## src/rtl/tdm_demux_scheduler.sv

```systemverilog
// Round-robin TDM scheduler driving a 1-to-16 demux: SEEK picks the next enabled
// channel, DWELL accepts DWELL beats on it. Optional GUARD gap via TDM_DEMUX_GUARD_EN.
module tdm_demux_scheduler #(
  parameter int unsigned DWELL = 4,
  parameter bit          CONT  = 1'b0
) (
  input  logic        clk,
  input  logic        rst_n,
  input  logic        start,
  input  logic        stop,
  input  logic [15:0] ch_mask,
  input  logic        din,
  input  logic        din_valid,
  output logic        din_ready,
  output logic [3:0]  sel,
  output logic [15:0] y,
  output logic        ch_done,
  output logic        frame_done,
  output logic        busy
);

  typedef enum logic [1:0] {
    S_IDLE  = 2'd0,
    S_SEEK  = 2'd1,
    S_DWELL = 2'd2,
    S_GUARD = 2'd3
  } state_t;

`ifdef TDM_DEMUX_GUARD_EN
  localparam state_t NEXT_CH = S_GUARD;
`else
  localparam state_t NEXT_CH = S_SEEK;
`endif

  localparam logic [7:0] LAST_CNT = 8'(DWELL) - 8'd1;

  state_t      state_q, state_d;
  logic [3:0]  sel_q, sel_d;
  logic [3:0]  ptr_q, ptr_d;
  logic [7:0]  cnt_q, cnt_d;
  logic [15:0] mask_q, mask_d;
  logic [15:0] y_q, y_d;
  logic        stop_pend_q, stop_pend_d;
  logic        empty_done_q, empty_done_d;

  logic beat_s;
  logic last_beat_s;
  logic has_above_s;
  logic stop_eff_s;

  // Lowest enabled index at or above the search pointer.
  function automatic logic [3:0] first_from(input logic [15:0] m, input logic [3:0] p);
    logic [3:0] r;
    r = 4'd0;
    for (int i = 15; i >= 0; i--) begin
      if (m[i] && (i >= int'(p))) begin
        r = 4'(i);
      end else begin
        r = r;
      end
    end
    return r;
  endfunction

  // State and datapath registers.
  always_ff @(posedge clk) begin
    if (!rst_n) begin
      state_q      <= S_IDLE;
      sel_q        <= 4'd0;
      ptr_q        <= 4'd0;
      cnt_q        <= 8'd0;
      mask_q       <= 16'h0000;
      y_q          <= 16'h0000;
      stop_pend_q  <= 1'b0;
      empty_done_q <= 1'b0;
    end else begin
      state_q      <= state_d;
      sel_q        <= sel_d;
      ptr_q        <= ptr_d;
      cnt_q        <= cnt_d;
      mask_q       <= mask_d;
      y_q          <= y_d;
      stop_pend_q  <= stop_pend_d;
      empty_done_q <= empty_done_d;
    end
  end

  // Next-state and datapath update.
  always_comb begin
    state_d      = state_q;
    sel_d        = sel_q;
    ptr_d        = ptr_q;
    cnt_d        = cnt_q;
    mask_d       = mask_q;
    stop_pend_d  = stop_pend_q;
    empty_done_d = 1'b0;
    y_d          = beat_s ? ({15'd0, din} << sel_q) : 16'h0000;
    case (state_q)
      S_IDLE: begin
        stop_pend_d = 1'b0;
        cnt_d       = 8'd0;
        if (start && (ch_mask != 16'h0000)) begin
          mask_d  = ch_mask;
          ptr_d   = 4'd0;
          state_d = S_SEEK;
        end else if (start) begin
          empty_done_d = 1'b1;
        end else begin
          state_d = S_IDLE;
        end
      end
      S_SEEK: begin
        sel_d       = first_from(mask_q, ptr_q);
        state_d     = S_DWELL;
        stop_pend_d = stop_pend_q | stop;
      end
      S_DWELL: begin
        stop_pend_d = stop_pend_q | stop;
        if (last_beat_s) begin
          cnt_d = 8'd0;
          if (stop_eff_s) begin
            stop_pend_d = 1'b0;
            state_d     = S_IDLE;
          end else if (has_above_s) begin
            ptr_d   = sel_q + 4'd1;
            state_d = NEXT_CH;
          end else if (CONT) begin
            ptr_d   = 4'd0;
            state_d = NEXT_CH;
          end else begin
            state_d = S_IDLE;
          end
        end else if (beat_s) begin
          cnt_d = cnt_q + 8'd1;
        end else begin
          cnt_d = cnt_q;
        end
      end
`ifdef TDM_DEMUX_GUARD_EN
      S_GUARD: begin
        stop_pend_d = stop_pend_q | stop;
        state_d     = S_SEEK;
      end
`endif
      default: begin
        state_d = S_IDLE;
      end
    endcase
  end

  // Handshake, pulses and status; ch_done is combinational on the final beat.
  always_comb begin
    din_ready   = (state_q == S_DWELL);
    busy        = (state_q != S_IDLE);
    beat_s      = din_valid & din_ready;
    last_beat_s = beat_s & (cnt_q == LAST_CNT);
    has_above_s = |(mask_q & (16'hFFFE << sel_q));
    stop_eff_s  = stop_pend_q | stop;
    ch_done     = last_beat_s;
    frame_done  = empty_done_q | (last_beat_s & ~has_above_s & ~stop_eff_s);
  end

  assign sel = sel_q;
  assign y   = y_q;

endmodule

```

## config.mk

```make
export PLATFORM = sky130hd
export DESIGN_NAME = tdm_demux_scheduler
export DESIGN_NICKNAME = d
export VERILOG_FILES = /design/src/rtl/tdm_demux_scheduler.sv
export SDC_FILE = /design/constraint.sdc
export NUM_CORES = 1
export LEC_CHECK = 0
export ABC_CLOCK_PERIOD_IN_PS = 4400
export BUFFER_PORTS_ARGS = -buffer_cell sky130_fd_sc_hd__clkbuf_2
export CORE_MARGIN = 2
export CORE_UTILIZATION = 40
export CTS_CLUSTER_DIAMETER = 120
export DETAILED_ROUTE_END_ITERATION = 7
export PLACE_DENSITY = 0.65
export SETUP_SLACK_MARGIN = 0.2
export SLEW_MARGIN = 20
export SYNTH_ARGS = -nofsm -noshare
export SYNTH_HDL_FRONTEND = slang
export SYNTH_SLANG_ARGS = --single-unit
```

## constraint.sdc

```tcl
create_clock -name clk -period 4.4 [get_ports clk]
set_input_delay 0.22 -clock clk [delete_from_list [all_inputs] [get_ports clk]]
set_output_delay 0.22 -clock clk [all_outputs]
set_load 0.01 [all_outputs]
```

==> results_dict.tcl <==
set metrics [dict create \
    outcome "finished, final reports clean" \
    hold_viol 0 \
    ys_seq_area_frac 0.395 \
    worst_pin_slew_ns 0.827 \
    swShare 0.314 \
    synth.avg_cell_area_sq_um 8.21 \
    grt_util_met1 0.231 \
    path_cells "ha_1 -> inv_1 -> ha_1 -> a221oi_1 -> a41oi_2 -> nor4_4 -> a31o_1 -> clkbuf_2" \
    ys_warn_count 0 \
    rrSetupSlack_ns 1.79 \
    fp.dieW_um 85.2 \
    die-area_sq_um 7250 \
    clockBufferDepth 2 \
    ff2ff_path_depth 8 \
    initial_utilization 0.415 \
    antenna_found_initial 0 \
    synth-seq-cells 52 \
    internal_power_w 0.000695 \
    r2r_end "ptr_q[1]$_SDFFE_PN0P_" \
    die_h_um 85.2 \
    via_count 2405 \
    min_from "ch_mask[2]" \
    synth_nets 353 \
    rr_startpoint "sel[1]$_SDFFE_PN0N_" \
    drc_errors 0 \
    cts-root-buf "clkbuf_8" \
    skew_ns 0.00571 \
    rsz0062_at_grt "false" \
    drtPass1Iterations 5 \
    max_stage_delay_ns 0.66 \
    startpoint_type "flop" \
    hold_path_depth 3 \
    p_sw_w 0.000318 \
    tns_ns 0 \
    grt_pass1_vias 2281 \
    synthToLayoutAreaGrowth_pct 13.2 \
    wl_mm 6.16 \
    synthTopCellsByArea "dfxtp_1 40%, nor2_1 7.8%, mux2i_1 7.2%" \
    path_class "reg -> out" \
    arrival_ns 2.69 \
    synthArstFlopShare 0 \
    hpwl_mm 4.57 \
    grt_util_all_layers 0.177 \
    synth_cells 321 \
    wire_per_inst_um 14.1 \
    hold_buffers 0 \
    layout_common_cells "55 x nor2_1, 52 x dfxtp_1, 45 x clkbuf_2, 27 x nand2_1" \
    drt_iter0_drc 254 \
    pin_count 46 \
    io_buffer_count 45 \
    slew_violations 0 \
    cts-resized-gates 0 \
    viasPerCell 5.50 \
    critPathCaptureType "primary output" \
    cpLargestDelayFamily "compound AO/OA/AOI/OAI gates" \
    rows 29 \
    cts.sinks 52 \
    p_comb_frac 0.199 \
    ir_drop_mv 0.205 \
    cts_setup_buffers 0 \
    finalSetupViolations 0 \
    grt_pass1_wl_mm 10.5 \
    drtAntennaViolNets 0 \
    gp_congestion 0.886 \
    busiest_layer "met2" \
    slowest_stage "dfxtp_1" \
    syn_area_sq_um 2640 \
    cp.required_ns 4.18 \
    num-nets-final 391 \
    hp-class "in -> reg" \
    crit_buf_inv 2 \
    synth-main-ff-cell "dfxtp_1" \
    met3_usage 0.0321 \
    clkPwrFrac 0.281 \
    timing.final.crit_share 0.662 \
    whs_endpoint "mask_q[2]$_SDFFE_PN0P_" \
    synth_edf_count 0 \
    tritoncts "done" \
    synth_top_area_cell "dfxtp_1" \
    grt_max_degree 26 \
    grt-ovfl-total 0 \
    p_seq_frac 0.519 \
    p_per_area_nw_per_um2 340 \
    synthDistinctLibCells 51 \
    core_sq_um 6350 \
    max_freq_ghz 0.343 \
    worstPathMaxFanout 13 \
    layout-drive-gt1-share 0.175 \
    cts_buffers 5 \
    fin_total_pwr_w 0.00101 \
    yosysTopAreaCellShare 0.395 \
    clk_latency_ns 0.31 \
    finalCriticalPeriod_ns 2.91 \
    cts_htree_levels 2 \
    max_cap_viol_count 0 \
    clk_pin_slew_ns 0.10 \
    power_leakage_nw 1.19 \
    layout_commonest_cell "nor2_1" \
    diodes 0 \
    met2_usage 0.291 \
    cp_common_cell "ha_1" \
    slew_headroom 0.448 \
]
-- synthesized netlist by cell type (all sizes together) (6+ instances only) --
cell type and n:
nand2 28, ha 10, nor3 9, buf 6
dfxtp 52, a21oi 19, nor2 55, nand3 15
inv 15, clkbuf 9, o21ai 18, mux2i 19
-- worst max path at each step --
stage	start	to	slack (ns)	depth (start not counted)
2_1_floorplan	sel[0]$_SDFFE_PN0N_	ptr_q[0]$_SDFFE_PN0P_	2.26	8
3_3_place_gp	sel[1]$_SDFFE_PN0N_	frame_done	1.94	8
3_5_place_dp	sel[1]$_SDFFE_PN0N_	ptr_q[1]$_SDFFE_PN0P_	1.82	8
4_1_cts	sel[1]$_SDFFE_PN0N_	frame_done	1.48	8
5_1_grt	sel[1]$_SDFFE_PN0N_	frame_done	1.29	8
6_report	sel[1]$_SDFFE_PN0N_	frame_done	1.49	8
-- kinds of logic after synthesis --
family                   count (synthesis)  synth area share
multiplexers                            19            0.0722
AO/OA/AOI/OAI                           64             0.157
buffers and inverters                   30            0.0513
flip-flops                              52             0.395
AND/OR/NAND/NOR                        139             0.254
XOR/XNOR                                 6            0.0199
adder cells (fa/ha/maj)                 11            0.0513
-- registers in the layout, summed over array words and instances (netlist names) --
register and count:
cnt_q 8, empty_done_q 1, mask_q 16, ptr_q 4, sel 4, state_q 2
stop_pend_q 1, y 16
-- metal layers --
layer	wire length, um	up-vias
li1	-	1204
met1	2780	1104
met2	2930	86
met3	338	11
met4	106	0
met5	0	-
-- area by class of cell --
class                           instances  area, sq um
Multi-Input combinational cell        239         1460
Clock buffer                            5         68.8
Inverter                               15         58.8
Fill cell                             612         3370
Clock inverter                          3         26.3
Timing Repair Buffer                   46          233
Sequential cell                        52         1040
Tap cell                               77         96.3
-- worst register-to-register path, cell delays in order, from the launching register on --
cell,delay [ns]
dfxtp_1,0.66
ha_1,0.27
inv_1,0.05
ha_1,0.18
a221oi_1,0.35
a41oi_2,0.19
nor4_4,0.37
a221o_2,0.29
mux2i_1,0.19
-- power groups by stage --
stage | Clock (W) | Combinational, W | Sequential (W)
global route | 0.000309 | 0.000228 | 0.000530
CTS | 0.000293 | 0.000202 | 0.000525
detailed placement | 0 | 0.000201 | 0.000536
floorplan | 0 | 0.000161 | 0.000520
global placement | 0 | 0.000199 | 0.000535
finish | 0.000285 | 0.000202 | 0.000526
-- per-stage QoR --
stage | worst slack (ns) | cells | util | hold WS, ns | cell area [sq um]
final | 1.49 | 437 | 0.470 | 0.156 | 2980
after global routing | 1.29 | 437 | 0.470 | 0.169 | 2980
after CTS | 1.48 | 437 | 0.470 | 0.156 | 2980
after detailed placement | 1.82 | 429 | 0.455 | 0.457 | 2890
after global placement | 1.94 | 429 | 0.455 | 0.443 | 2890
after floorplan | 2.26 | 321 | - | 0.359 | 2640
Power figures use the tool's default switching activity.
